--- src/rtl/button_switch_input.sv ---
// L/R push-button and slide-switch input window: two-flop synchronisers, per-button
// debounce, sticky press flags with 8-bit press counters, combinational register read.
module button_switch_input #(
  parameter int DEBOUNCE_CYCLES = 4,
  parameter int SW_WIDTH        = 16
) (
  input  logic                clk,
  input  logic                reset,
  input  logic                L,
  input  logic                R,
  input  logic [SW_WIDTH-1:0] SW,
  input  logic [3:0]          addr,
  input  logic                we,
  input  logic [31:0]         wdata,
  output logic [31:0]         rdata
);
  localparam int          SYNC_W   = SW_WIDTH + 2;
  localparam logic [7:0]  CNT_LAST = 8'(DEBOUNCE_CYCLES - 1);
  localparam logic [31:0] ID_VALUE = 32'h1A0B_0001;

  logic [SYNC_W-1:0]   r_sync_p0;
  logic [SYNC_W-1:0]   r_sync_p1;
  logic [1:0]          r_db;
  logic [7:0]          r_deb_cnt [2];
  logic [1:0]          r_pend;
  logic [7:0]          r_press_cnt [2];

  logic [1:0]          w_btn_s;
  logic [SW_WIDTH-1:0] w_sw_s;
  logic [1:0]          w_press;
  logic [1:0]          w_pend_clr;
  logic                w_wr_status;
  logic                w_wr_count;
  logic                w_unused_bits;

  // Stage p0/p1: two-flop synchronisers, bit order {SW, R, L}
  always_ff @(posedge clk or negedge reset) begin
    if (!reset) begin
      r_sync_p0 <= '0;
      r_sync_p1 <= '0;
    end else begin
      r_sync_p0 <= {SW, R, L};
      r_sync_p1 <= r_sync_p0;
    end
  end

  assign w_btn_s = r_sync_p1[1:0];
  assign w_sw_s  = r_sync_p1[SYNC_W-1:2];

  // A press is the edge on which a rising level completes its qualification run
  always_comb begin
    w_press = '0;
    for (int i = 0; i < 2; i++) begin
      w_press[i] = w_btn_s[i] && !r_db[i] && (r_deb_cnt[i] == CNT_LAST);
    end
  end

  // Debounce: a new level must be seen on DEBOUNCE_CYCLES consecutive samples
  always_ff @(posedge clk or negedge reset) begin
    if (!reset) begin
      r_db         <= '0;
      r_deb_cnt[0] <= '0;
      r_deb_cnt[1] <= '0;
    end else begin
      for (int i = 0; i < 2; i++) begin
        if (w_btn_s[i] == r_db[i]) begin
          r_deb_cnt[i] <= '0;
        end else if (r_deb_cnt[i] == CNT_LAST) begin
          r_db[i]      <= w_btn_s[i];
          r_deb_cnt[i] <= '0;
        end else begin
          r_deb_cnt[i] <= r_deb_cnt[i] + 8'd1;
        end
      end
    end
  end

  assign w_wr_status = we && (addr[3:2] == 2'd0);
  assign w_wr_count  = we && (addr[3:2] == 2'd2);
  assign w_pend_clr  = {2{w_wr_status}} & wdata[1:0];

  // A press on the same edge as a clear takes priority in both flags and counters
  always_ff @(posedge clk or negedge reset) begin
    if (!reset) begin
      r_pend         <= '0;
      r_press_cnt[0] <= '0;
      r_press_cnt[1] <= '0;
    end else begin
      r_pend <= (r_pend & ~w_pend_clr) | w_press;
      for (int i = 0; i < 2; i++) begin
        if (w_press[i]) begin
          r_press_cnt[i] <= w_wr_count ? 8'd1 : r_press_cnt[i] + 8'd1;
        end else if (w_wr_count) begin
          r_press_cnt[i] <= '0;
        end
      end
    end
  end

  always_comb begin
    rdata = '0;
    case (addr[3:2])
      2'd0:    rdata = {28'd0, r_db[1], r_db[0], r_pend[1], r_pend[0]};
      2'd1:    rdata = 32'(w_sw_s);
      2'd2:    rdata = {16'd0, r_press_cnt[1], r_press_cnt[0]};
      default: rdata = ID_VALUE;
    endcase
  end

  assign w_unused_bits = ^{wdata[31:2], addr[1:0]};

endmodule

--- config.mk ---
export PLATFORM = sky130hd
export DESIGN_NAME = button_switch_input
export DESIGN_NICKNAME = d
export VERILOG_FILES = /design/src/rtl/button_switch_input.sv
export SDC_FILE = /design/constraint.sdc
export NUM_CORES = 1
export LEC_CHECK = 0
export CAP_MARGIN = 5
export CORE_MARGIN = 2
export CORE_UTILIZATION = 40
export DETAILED_ROUTE_END_ITERATION = 8
export PLACE_DENSITY = 0.78
export SETUP_SLACK_MARGIN = 0.1
export SYNTH_ARGS = -nofsm -noshare
export SYNTH_HDL_FRONTEND = slang
export SYNTH_SLANG_ARGS = --single-unit
--- constraint.sdc ---
create_clock -name clk -period 3.6 [get_ports clk]
set_clock_uncertainty 0.05 [all_clocks]
set_input_delay 1.08 -clock clk [delete_from_list [all_inputs] [get_ports clk]]
set_output_delay 1.08 -clock clk [all_outputs]
set_load 0.1 [all_outputs]
==> qor.csv <==
stage;metric;value;unit
power;Tot Pwr;2230;µW
hold_path;Min-Delay Path Class;register to register;
yosys;Mapped Cells;274;
clocking;hold buffers post-CTS;0;
yosys;Async S/R FF share, synth;1.00;
yosys;post-synth top area cell;dfrtp_1;
route;Via density;5.19;
timing;fin crit share;0.933;
yosys;EDFF count, synth;0;
cells_and_area;Nets;386;
grt;first-pass GRT wire length;10100;µm
yosys;top_reg_cell synth;dfrtp_1;
clocking;clock buffer depth;2;
floorplan;die width;92.4;µm
timing;max frequency;298;MHz
timing;RSZ-0062 raised after global routing;no;
worst_setup_path;CP max FO;10;
yosys;flops & latches, synth;72;
power;maximum vdd drop;418;µV
clocking;TritonCTS buffer count;9;
worst_setup_path;critical path capture point;rdata[0];
clocking;Root Buffer;clkbuf_8;
power;Pwr Density;538;nW/µm²
clocking;H-Tree Depth;3;
floorplan;Initial Utilization;0.409;
floorplan;Core Area;7650;µm²
cells_and_area;Core Util, Final;0.543;
clocking;Clock Pin Slew Worst Setup and Hold Paths;0.08;ns
grt;Tot GR Track Use;0.154;
floorplan;IO Count;89;
timing;Slew headroom;0.402;
floorplan;overall die area;8530;µm²
grt;vias in the first global route;2153;
worst_setup_path;crit path launch;addr[3];
route;Initial DRC Count;102;
worst_setup_path;Crit Path Category;input port to output port;
worst_setup_path;Critical R2R Launch;r_deb_cnt[0];
worst_setup_path;Worst EP arrival;2.23;ns
timing;min Tclk post-route;3.36;ns
place;port buffer count;46;
timing;Hold Violations, Final;0;
worst_setup_path;Worst setup SP type;input port;
route;DRC viols;0;
route;Routed WL;6050;µm
route;drt pass-1 iters;4;
cells_and_area;Fill cells;647;
route;routed len/inst;14.1;µm
worst_setup_path;worst r2r path cells;4;
clocking;CTS Sinks;72;
timing;slew of the pin with the lowest slew margin;0.897;ns
clocking;Worst-Skew Late Latency;0.36;ns
yosys;mapped cell area;3120;µm²
place;gpl congestion;0.858;
place;Inst Count DP;413;
route;Final ANT Viol Nets;0;
timing;setup TNS;0;ns
place;HPWL after detailed placement;4200;µm
grt;antenna violations before repair;0;
worst_setup_path;reg-to-reg slack, setup;1.43;ns
cells_and_area;# diodes;0;
yosys;Synth Warn #;0;
grt;pin count of the biggest net entering global routing;73;
yosys;area fraction of the dominant cell type after synthesis;0.577;
timing;final slew viol count;0;
timing;Final setup violation count;0;
worst_setup_path;worst path required time;2.47;ns
clocking;CTS tree;yes;
cells_and_area;proportion of layout cells with a drive suffix above 1;0.208;
yosys;Distinct cells, synth;37;
route;DR vias;2227;
job;Max Cap Violations;0;
yosys;syn_area_per_cell;11.4;µm²
worst_setup_path;Critical Path End Type;output port;
worst_setup_path;Worst R2R End;r_press_cnt[4];
power;Leakage;0.00181;µW
cells_and_area;P&R area growth vs syn;32.8;%
cells_and_area;most common cell after layout, fill and taps aside;dfrtp_1;
cells_and_area;most frequent cells in the layout;dfrtp_1, buf_12, clkdlybuf4s50_1;
floorplan;Die H;92.4;µm
yosys;Area contributors post-synth;dfrtp_1, buf_4, a22o_1, mux2i_1, ha_1;
outcome;outcome;finished, final reports clean;
cells_and_area;non-filler cells, final;429;
floorplan;std cell rows;32;
grt;gr ovfl total;0;
yosys;post-synthesis sequential area ratio;0.577;
cells in the mapped netlist (8+ instances only):
master	number
dfrtp_1	72
a21oi_1	15
buf_4	15
nand2_1	14
nand3_1	13
a22o_1	12
nor2_1	12
inv_1	11
o21ai_0	11
mux2i_1	9
or3_1	8
metal layers:
layer | vias up | routed length [µm] | global-route usage
met5 | - | 0 | 0
met1 | 1093 | 2520 | 0.192
met4 | 0 | 119 | 0.0634
met2 | 72 | 3030 | 0.251
met3 | 12 | 376 | 0.0464
li1 | 1050 | - | -
flip-flops by register name, summed over array words and instances (netlist names):
| name | count |
|---|---|
| r_sync_p0 | 18 |
| r_deb_cnt | 16 |
| r_db | 2 |
| r_press_cnt | 16 |
| r_pend | 2 |
| r_sync_p1 | 18 |
logic make-up (layout without fill, tap and decap cells):
kind of cell / count (synthesis) / after routing / share of synthesized area
xor gates and xnor gates: 8 / 8 / 0.0224
DFF: 72 / 72 / 0.577
AOI/OAI and AO/OA: 49 / 49 / 0.103
adders and majority gates: 7 / 7 / 0.0280
and+or+nand+nor: 88 / 88 / 0.163
other: 1 / 10 / 0.00120
muxes: 11 / 11 / 0.0360
buffers and inverters: 38 / 82 / 0.0693
critical path: stages:
cell and delay, ns:
dlygate4sd2_1 0.33, buf_12 0.17, nor2b_1 0.05, a211oi_1 0.23
buf_4 0.17, a21oi_4 0.04, buf_12 0.16
worst min path at each step:
stage	start	to	slack, ns	cells after the start
global route	r_sync_p0[7]	r_sync_p1[7]	0.30	0
CTS	r_sync_p0[7]	r_sync_p1[7]	0.30	0
finish	r_sync_p0[7]	r_sync_p1[7]	0.29	0
detailed placement	r_sync_p0[12]	r_sync_p1[12]	0.28	0
floorplan	r_sync_p0[0]	r_sync_p1[0]	0.28	0
global placement	r_sync_p0[0]	r_sync_p1[0]	0.28	0
what timing repair did:
item / 4_1_cts / 5_1_grt
setup buffers: 0 / 0
setup endpoints to repair: 22 / 16
gates resized for setup: 3 / 3
power by group:
group | leakage [µW] | internal (µW) | total (µW) | switching [µW]
combinational | 0.000791 | 208 | 581 | 372
sequential | 0.000911 | 884 | 952 | 68.3
clock | 0.000103 | 393 | 699 | 306
metrics by stage:
stage / worst slack, ns / area (µm²) / hold slack (ns)
after floorplan: 0.0468 / 3200 / 0.281
after global placement: 0.0451 / 3910 / 0.282
after detailed placement: 0.0414 / 3910 / 0.285
after CTS: 0.0867 / 4130 / 0.299
after global routing: 0.182 / 4150 / 0.300
final: 0.242 / 4150 / 0.292
layout make-up:
type,count,area (µm²),share of cell area
Multi-Input combinational cell,173,1200,0.290
Clock buffer,10,128,0.0308
Timing Repair Buffer,55,757,0.182
Clock inverter,6,92.6,0.0223
Inverter,11,41.3,0.00995
Tap cell,102,128,0.0308
Sequential cell,72,1800,0.434
Note: power is estimated with default switching activity, not from simulation.
